==> src/rtl/alu_arbiter_if.sv <==
`default_nettype none
// ============================================================================
// Module      : alu_arbiter_if
// Description : Request/response bundle between two requesters and the shared
//               ALU arbiter.
//               Port 0 request : req0_valid, req0_ready, req0_op, req0_a, req0_b
//               Port 1 request : req1_valid, req1_ready, req1_op, req1_a, req1_b
//               Responses      : rsp0_valid/rsp0_ready, rsp1_valid/rsp1_ready,
//                                rsp_result (shared, qualified by rspN_valid)
//               master = requester side, slave = arbiter side.
// Revision    : 1.0  initial release
// ============================================================================
interface alu_arbiter_if;
  logic        req0_valid;
  logic        req0_ready;
  logic [4:0]  req0_op;
  logic [31:0] req0_a;
  logic [31:0] req0_b;

  logic        req1_valid;
  logic        req1_ready;
  logic [4:0]  req1_op;
  logic [31:0] req1_a;
  logic [31:0] req1_b;

  logic        rsp0_valid;
  logic        rsp0_ready;
  logic        rsp1_valid;
  logic        rsp1_ready;
  logic [31:0] rsp_result;

  modport master (
    output req0_valid, req0_op, req0_a, req0_b,
    output req1_valid, req1_op, req1_a, req1_b,
    output rsp0_ready, rsp1_ready,
    input  req0_ready, req1_ready,
    input  rsp0_valid, rsp1_valid, rsp_result
  );

  modport slave (
    input  req0_valid, req0_op, req0_a, req0_b,
    input  req1_valid, req1_op, req1_a, req1_b,
    input  rsp0_ready, rsp1_ready,
    output req0_ready, req1_ready,
    output rsp0_valid, rsp1_valid, rsp_result
  );
endinterface
`default_nettype wire

==> src/rtl/alu_arbiter.sv <==
`default_nettype none
// ============================================================================
// Module      : alu_arbiter
// Description : Round-robin sharing of one combinational ALU between two
//               requesters. One transaction in flight: accept (IDLE), drive the
//               ALU for one cycle (EXEC), hold the result until the owner takes
//               it (RESP).
// Ports       : clk        - rising-edge clock
//               rst        - asynchronous active-high reset
//               bus        - request/response channels (slave modport)
//               alu_op     - opcode to ALU (zero outside EXEC)
//               alu_a/b    - operands to ALU (zero outside EXEC)
//               alu_result - result from ALU, captured at the end of EXEC
//               busy       - high whenever the FSM is not idle
// Revision    : 1.0  initial release
// ============================================================================
module alu_arbiter (
  input  wire logic        clk,
  input  wire logic        rst,
  alu_arbiter_if.slave     bus,
  output logic [4:0]       alu_op,
  output logic [31:0]      alu_a,
  output logic [31:0]      alu_b,
  input  wire logic [31:0] alu_result,
  output logic             busy
);

  typedef enum logic [1:0] {
    ST_IDLE = 2'd0,
    ST_EXEC = 2'd1,
    ST_RESP = 2'd2
  } state_t;

  state_t      state_q,      state_d;
  logic        last_grant_q, last_grant_d;
  logic        owner_q,      owner_d;
  logic [4:0]  op_q,         op_d;
  logic [31:0] a_q,          a_d;
  logic [31:0] b_q,          b_d;
  logic [31:0] result_q,     result_d;

  // Port 1 wins when it is the only requester, or when both request and
  // port 0 was the last one served. Otherwise port 0 wins.
  logic grant;
  assign grant = bus.req1_valid && (!bus.req0_valid || !last_grant_q);

  always_ff @(posedge clk or posedge rst) begin
    if (rst) begin
      state_q      <= ST_IDLE;
      last_grant_q <= 1'b1;
      owner_q      <= 1'b0;
      op_q         <= 5'd0;
      a_q          <= 32'd0;
      b_q          <= 32'd0;
      result_q     <= 32'd0;
    end else begin
      state_q      <= state_d;
      last_grant_q <= last_grant_d;
      owner_q      <= owner_d;
      op_q         <= op_d;
      a_q          <= a_d;
      b_q          <= b_d;
      result_q     <= result_d;
    end
  end

  always_comb begin
    state_d        = state_q;
    last_grant_d   = last_grant_q;
    owner_d        = owner_q;
    op_d           = op_q;
    a_d            = a_q;
    b_d            = b_q;
    result_d       = result_q;
    bus.req0_ready = 1'b0;
    bus.req1_ready = 1'b0;
    bus.rsp0_valid = 1'b0;
    bus.rsp1_valid = 1'b0;
    alu_op         = 5'd0;
    alu_a          = 32'd0;
    alu_b          = 32'd0;

    case (state_q)
      ST_IDLE: begin
        bus.req0_ready = bus.req0_valid && !grant;
        bus.req1_ready = bus.req1_valid &&  grant;
        // Operands are sampled only here; later changes on the request
        // inputs cannot disturb the in-flight operation.
        if (bus.req0_valid || bus.req1_valid) begin
          owner_d      = grant;
          last_grant_d = grant;
          op_d         = grant ? bus.req1_op : bus.req0_op;
          a_d          = grant ? bus.req1_a  : bus.req0_a;
          b_d          = grant ? bus.req1_b  : bus.req0_b;
          state_d      = ST_EXEC;
        end
      end
      ST_EXEC: begin
        alu_op   = op_q;
        alu_a    = a_q;
        alu_b    = b_q;
        result_d = alu_result;
        state_d  = ST_RESP;
      end
      ST_RESP: begin
        bus.rsp0_valid = !owner_q;
        bus.rsp1_valid =  owner_q;
        // Only the owner's ready completes the transaction.
        if (owner_q ? bus.rsp1_ready : bus.rsp0_ready) begin
          state_d = ST_IDLE;
        end
      end
      default: begin
        state_d = ST_IDLE;
      end
    endcase
  end

  assign bus.rsp_result = result_q;
  assign busy           = (state_q != ST_IDLE);

endmodule
`default_nettype wire

==> src/flat_wrapper.sv <==
// flat-port wrapper written by rule: the top's interface ports become plain ports
module alu_arbiter_flat 
  (clk, rst, alu_op, alu_a, alu_b, alu_result, busy, bus_req0_valid, bus_req0_op, bus_req0_a, bus_req0_b, bus_req1_valid, bus_req1_op, bus_req1_a, bus_req1_b, bus_rsp0_ready, bus_rsp1_ready, bus_req0_ready, bus_req1_ready, bus_rsp0_valid, bus_rsp1_valid, bus_rsp_result);
  alu_arbiter_if bus_i ();
  input  wire logic clk;
  input  wire logic rst;
  output logic [4:0] alu_op;
  output logic [31:0] alu_a;
  output logic [31:0] alu_b;
  input  wire logic [31:0] alu_result;
  output logic busy;
  input wire logic [$bits(bus_i.req0_valid)-1:0] bus_req0_valid;
  input wire logic [$bits(bus_i.req0_op)-1:0] bus_req0_op;
  input wire logic [$bits(bus_i.req0_a)-1:0] bus_req0_a;
  input wire logic [$bits(bus_i.req0_b)-1:0] bus_req0_b;
  input wire logic [$bits(bus_i.req1_valid)-1:0] bus_req1_valid;
  input wire logic [$bits(bus_i.req1_op)-1:0] bus_req1_op;
  input wire logic [$bits(bus_i.req1_a)-1:0] bus_req1_a;
  input wire logic [$bits(bus_i.req1_b)-1:0] bus_req1_b;
  input wire logic [$bits(bus_i.rsp0_ready)-1:0] bus_rsp0_ready;
  input wire logic [$bits(bus_i.rsp1_ready)-1:0] bus_rsp1_ready;
  output wire logic [$bits(bus_i.req0_ready)-1:0] bus_req0_ready;
  output wire logic [$bits(bus_i.req1_ready)-1:0] bus_req1_ready;
  output wire logic [$bits(bus_i.rsp0_valid)-1:0] bus_rsp0_valid;
  output wire logic [$bits(bus_i.rsp1_valid)-1:0] bus_rsp1_valid;
  output wire logic [$bits(bus_i.rsp_result)-1:0] bus_rsp_result;
  assign bus_i.req0_valid = bus_req0_valid;
  assign bus_i.req0_op = bus_req0_op;
  assign bus_i.req0_a = bus_req0_a;
  assign bus_i.req0_b = bus_req0_b;
  assign bus_i.req1_valid = bus_req1_valid;
  assign bus_i.req1_op = bus_req1_op;
  assign bus_i.req1_a = bus_req1_a;
  assign bus_i.req1_b = bus_req1_b;
  assign bus_i.rsp0_ready = bus_rsp0_ready;
  assign bus_i.rsp1_ready = bus_rsp1_ready;
  assign bus_req0_ready = bus_i.req0_ready;
  assign bus_req1_ready = bus_i.req1_ready;
  assign bus_rsp0_valid = bus_i.rsp0_valid;
  assign bus_rsp1_valid = bus_i.rsp1_valid;
  assign bus_rsp_result = bus_i.rsp_result;
  alu_arbiter u_core (.clk(clk), .rst(rst), .bus(bus_i), .alu_op(alu_op), .alu_a(alu_a), .alu_b(alu_b), .alu_result(alu_result), .busy(busy));
endmodule
==> config.mk <==
export PLATFORM = sky130hd
export DESIGN_NAME = alu_arbiter_flat
export DESIGN_NICKNAME = d
export VERILOG_FILES = /design/src/rtl/alu_arbiter_if.sv /design/src/rtl/alu_arbiter.sv /design/src/flat_wrapper.sv
export SDC_FILE = /design/constraint.sdc
export NUM_CORES = 1
export LEC_CHECK = 0
export BUFFER_PORTS_ARGS = -buffer_cell sky130_fd_sc_hd__buf_2
export CORE_UTILIZATION = 50
export CTS_CLUSTER_DIAMETER = 40
export CTS_CLUSTER_SIZE = 8
export DETAILED_ROUTE_END_ITERATION = 8
export GPL_TIMING_DRIVEN = 1
export PLACE_DENSITY = 0.85
export SYNTH_ARGS = -nofsm -noshare
export SYNTH_HDL_FRONTEND = slang
export SYNTH_SLANG_ARGS = --single-unit
==> constraint.sdc <==
create_clock -name clk -period 8.6 [get_ports clk]
set_clock_uncertainty 0.15 [all_clocks]
set_input_delay 1.29 -clock clk [delete_from_list [all_inputs] [get_ports clk]]
set_output_delay 1.29 -clock clk [all_outputs]
set_load 0.02 [all_outputs]
; Yosys cells after proc, flatten, opt, wreduce, memory -nomap -nowiden
; Cells that the tools add are included.
; Widths: inputs -> output; s select.
[totals]
ramBits = 0
romBits = 0
output_inout_bits = 106
latch_bits = 0
inputBits = 176
word_cells = 38
n_memories = 0
register_bits = 105
[op_classes]
n_reduce_logical = 13
eq_ne = 4
magnitude_cmp = 0
multipliers = 0
bitwise_logic = 0
add_sub_neg = 0
n_div = 0
muxes = 14
shifts = 0
[ops]
columns = cell, n
row1 = $mux 32, 4
row2 = $mux 5, 2
row3 = $pmux 2 s3, 1
row4 = $mux 1, 5
row5 = $logic_not 1->1, 4
row6 = $mux 2, 2
row7 = $ne 2x1->1 const B, 2
row8 = $reduce_and 2->1, 2
row9 = $logic_and 1x1->1, 3
row10 = $eq 2x1->1 const B, 1
row11 = $eq 2x2->1 const B, 1
row12 = $logic_not 2->1, 1
row13 = $logic_or 1x1->1, 2
row14 = $reduce_bool 2->1, 1

; Longest topological paths before layout
[logic_depth]
word_depth = 6
ltp_mapped = 5
depth_no_buf = 3

; Worst setup path after synthesis
; Ideal clock, no wire load.
[synth_timing]
kind = input-to-output
startpoint = input port bus_req1_valid
endpoint = output port bus_req1_ready
cell_stages = 4
arrival_ns = 2.076
required_time_ns = 7.160
slack_ns = 5.084
path_buffers = 2
cell_sequence = a21bo_1 > buf_6 > buf_6 > nor2_1
[synth_between]
elab_chain_cells = 3
[synth_rtl]
columns = element, line_no
row1 = "start, declared", flat_wrapper.sv:16  ; input wire logic [$bits(bus_i.req1_valid)-1:0] bus_req1_valid;
row2 = $logic_and 1x1->1, alu_arbiter.sv:45  ; assign grant = bus.req1_valid && (!bus.req0_valid || !last_grant_q);
row3 = $logic_and 1x1->1 *, alu_arbiter.sv:86  ; bus.req1_ready = bus.req1_valid && grant;
row4 = $mux 1 *, alu_arbiter.sv:83  ; case (state_q)
row5 = "end, declared", flat_wrapper.sv:23  ; output wire logic [$bits(bus_i.req1_ready)-1:0] bus_req1_ready;
; Mark *: on every way between the ends. The rest lies on a longest branch, timed or not.

; Final worst setup path
[layout_timing]
startpoint = input port bus_req1_valid
endpoint = output port bus_req0_ready
[layout_between]
elab_chain_cells = 4
[layout_rtl]
columns = element, line_no
row1 = $logic_and 1x1->1, alu_arbiter.sv:45
row2 = $logic_not 1->1, alu_arbiter.sv:85  ; bus.req0_ready = bus.req0_valid && !grant;
row3 = $logic_and 1x1->1, alu_arbiter.sv:85
row4 = $mux 1, alu_arbiter.sv:83
row5 = "end, declared", flat_wrapper.sv:22  ; output wire logic [$bits(bus_i.req0_ready)-1:0] bus_req0_ready;
; No other way between the ends.

==> results.py <==
metrics = {
    "power_and_ir_drop": {
        "p_total_w": 0.00271,
        "powerDensity_nw_per_um2": 361,
        "vdd_ir_drop_max_mv": 0.243,
        "leakagePower_nw": 4.08,
    },
    "detailed_routing": {
        "vias": 3964,
        "viasPerCell": 4.94,
        "wire_per_inst_um": 16.0,
        "drc_errors": 0,
        "drt-total-wl_um": 12900,
        "drt_iter0_drc": 92,
        "drtPass1Iterations": 4,
        "drtAntennaViolNets": 0,
    },
    "timing": {
        "period_share_pct": 53.3,
        "fmax_ghz": 0.218,
        "finalCriticalPeriod_ns": 4.59,
        "slew_headroom_pct": 39.2,
        "hold_viol": 0,
        "rsz0062_at_grt": "false",
        "setup_viol": 0,
        "max_slew.worst_pin.slew_ns": 0.912,
        "tns_ns": 0,
        "final_max_slew_viol_count": 0,
    },
    "logic_synthesis": {
        "synthesis.nets": 564,
        "ys_seq_elements": 105,
        "yosysSeqAreaShare_pct": 45.4,
        "syn-instance-count": 388,
        "yosys_warnings": 0,
        "avgSynthCellArea_um2": 14.9,
        "ys_types": 21,
        "syn_area_um2": 5790,
    },
    "grt": {
        "antenna_found_initial": 0,
        "grt_use_total_pct": 21.1,
        "grt_max_degree": 73,
        "grt_pass1_vias": 4161,
        "grt_pass1_wl_um": 19300,
        "gr-total-overflow": 0,
    },
    "hold_path": {
        "whs_endpoint": "u_core.a_q[28]",
        "hp-start": "u_core.a_q[28]",
        "hp-class": "reg2reg",
        "worstHoldPathCells": 1,
    },
    "finish": {
        "fin_nets": 833,
        "drive_above_1_share_pct": 72.1,
        "multi_input_area_um2": 2960,
        "syn2layout_area_growth_pct": 29.8,
        "final_common_cell": "buf_2",
        "layout_common_cells": "buf_2, mux2_4, dfrtp_1",
        "fillCellCount": 773,
        "seqCellArea_um2": 2630,
        "n_antenna_cell": 0,
    },
    "worst_setup_path": {
        "r2r-end": "u_core.a_q[5]",
        "crit_top_cell": "buf_2",
        "worstRegToRegCells": 4,
        "r2r-start": "u_core.last_grant_q",
        "endpoint_kind": "output port",
        "critPathSlowestCell": "buf_4",
        "worstPathCellList": "buf_2 > a21bo_4 > buf_4 > and3_1 > buf_2",
        "crit_arrival_ns": 3.15,
        "crit_required_ns": 7.16,
        "cpPeakStageDelay_ns": 0.77,
        "start_kind": "primary input",
        "rrSetupSlack_ns": 5.83,
        "critical-path-top-delay-family": "buffers and inverters",
        "crit_path_max_fanout": 52,
        "critical_path_buf_inv_count": 3,
        "critPathKind": "in2out",
    },
    "floorplan": {
        "die_w_um": 110,
        "ioPinCount": 282,
        "die_h_um": 110,
        "initial_core_util_pct": 52.3,
        "core_um2": 11100,
        "core.rowCount": 38,
        "dieArea_um2": 12000,
    },
    "clocking": {
        "ctsHtreeMaxLevel": 3,
        "cts_tree": "yes",
        "clockRootBuffer": "clkbuf_16",
        "cts_made_buffers": 9,
        "clk_pin_slew_worst_paths_ns": 0.06,
        "clockBufferDepth": 2,
        "cts_resized": 0,
        "clock_sinks": 105,
        "clock_latency_ns": 0.33,
        "ctsHoldBuffers": 0,
        "postCtsSetupBuffers": 0,
    },
    "placed_design": {
        "port-buffer-count": 281,
        "dp_hpwl_um": 9720,
        "place_congestion": 0.768,
    },
    "flow_run": {
        "maxCapViolations": 0,
    },
    "run_status": {
        "status": "finished, final reports clean",
    },
}
==> routing by layer <==
metal | part of all wire [%] | GRT usage (%) | up-vias
met4 | 1.5 | 7.71 | 0
met3 | 6.6 | 5.04 | 17
met2 | 53 | 39.9 | 184
met1 | 38 | 22.5 | 1896
li1 | - | - | 1867
met5 | 0 | 0 | -
==> flip-flops by register name, summed over array words and instances, names as in the netlist <==
signal and flops:
u_core.state_q 2, u_core.bus.rsp_result 32, u_core.owner_q 1, u_core.op_q 5, u_core.a_q 32, u_core.b_q 32, u_core.last_grant_q 1
==> area by class of cell <==
class / instances / area share [%]
Inverter: 3 / 0.183
Sequential cell: 105 / 35.0
Clock buffer: 10 / 3.18
Multi-Input combinational cell: 253 / 39.3
Clock inverter: 6 / 0.882
Tap cell: 140 / 2.33
Timing Repair Buffer: 285 / 19.1
==> synthesized netlist by cell type <==
master / count / area, um^2
mux2_4: 134 / 2010
dfrtp_1: 104 / 2600
and2_1: 69 / 432
mux2_2: 37 / 417
buf_4: 7 / 52.6
clkbuf_1: 7 / 26.3
buf_8: 6 / 90.1
buf_2: 5 / 25.0
nor2_1: 4 / 15.0
inv_1: 3 / 11.3
buf_6: 2 / 22.5
a21bo_1: 1 / 10.0
a21oi_1: 1 / 5.00
a31oi_1: 1 / 6.26
and3_1: 1 / 6.26
dfstp_2: 1 / 26.3
nand2b_1: 1 / 6.26
nor2b_1: 1 / 6.26
o21a_1: 1 / 7.51
o21bai_1: 1 / 7.51
o22ai_1: 1 / 6.26
==> cells by family after synthesis <==
| group | count (synthesis) | share of synthesized area (%) |
|---|---|---|
| simple gates | 76 | 8.03 |
| flops | 105 | 45.4 |
| buf+inv | 30 | 3.93 |
| compound gates | 6 | 0.735 |
| mux | 171 | 41.9 |
==> report_power, final <==
part           internal, W  switching [W]
Sequential        0.000754       0.000137
Clock             0.000234       0.000173
Combinational     0.000729       0.000683
Total              0.00172       0.000994
==> how the worst max path moves through the flow <==
| stage | start | to | slack (ns) | depth (start not counted) |
|---|---|---|---|---|
| floorplan | rst | u_core.a_q[0] | 4.40 | 1 |
| global placement | bus_req1_valid | bus_req0_ready | 4.10 | 5 |
| detailed placement | bus_req1_valid | bus_req0_ready | 4.02 | 5 |
| CTS | bus_req1_valid | bus_req0_ready | 4.02 | 5 |
| global route | bus_req1_valid | bus_req0_ready | 3.89 | 5 |
| finish | bus_req1_valid | bus_req0_ready | 4.01 | 5 |
==> worst reg2reg max path, cell delays in order (launching register included) <==
cell and delay, ns:
dfstp_2 0.56, a21bo_4 0.42, buf_4 0.77, mux2_2 0.50, mux2_2 0.26
==> per-stage QoR <==
step | cells | instance area, um^2 | hold slack [ns] | utilization (%) | setup WS (ns)
4_1_cts | 802 | 7520 | 0.356 | 67.9 | 4.02
2_1_floorplan | 388 | 5790 | 0.322 | - | 4.40
6_report | 802 | 7520 | 0.355 | 67.9 | 4.01
3_5_place_dp | 786 | 7210 | 0.336 | 65.1 | 4.02
5_1_grt | 802 | 7520 | 0.366 | 67.9 | 3.89
3_3_place_gp | 786 | 7210 | 0.335 | 65.1 | 4.10
Power figures use the tool's default switching activity.
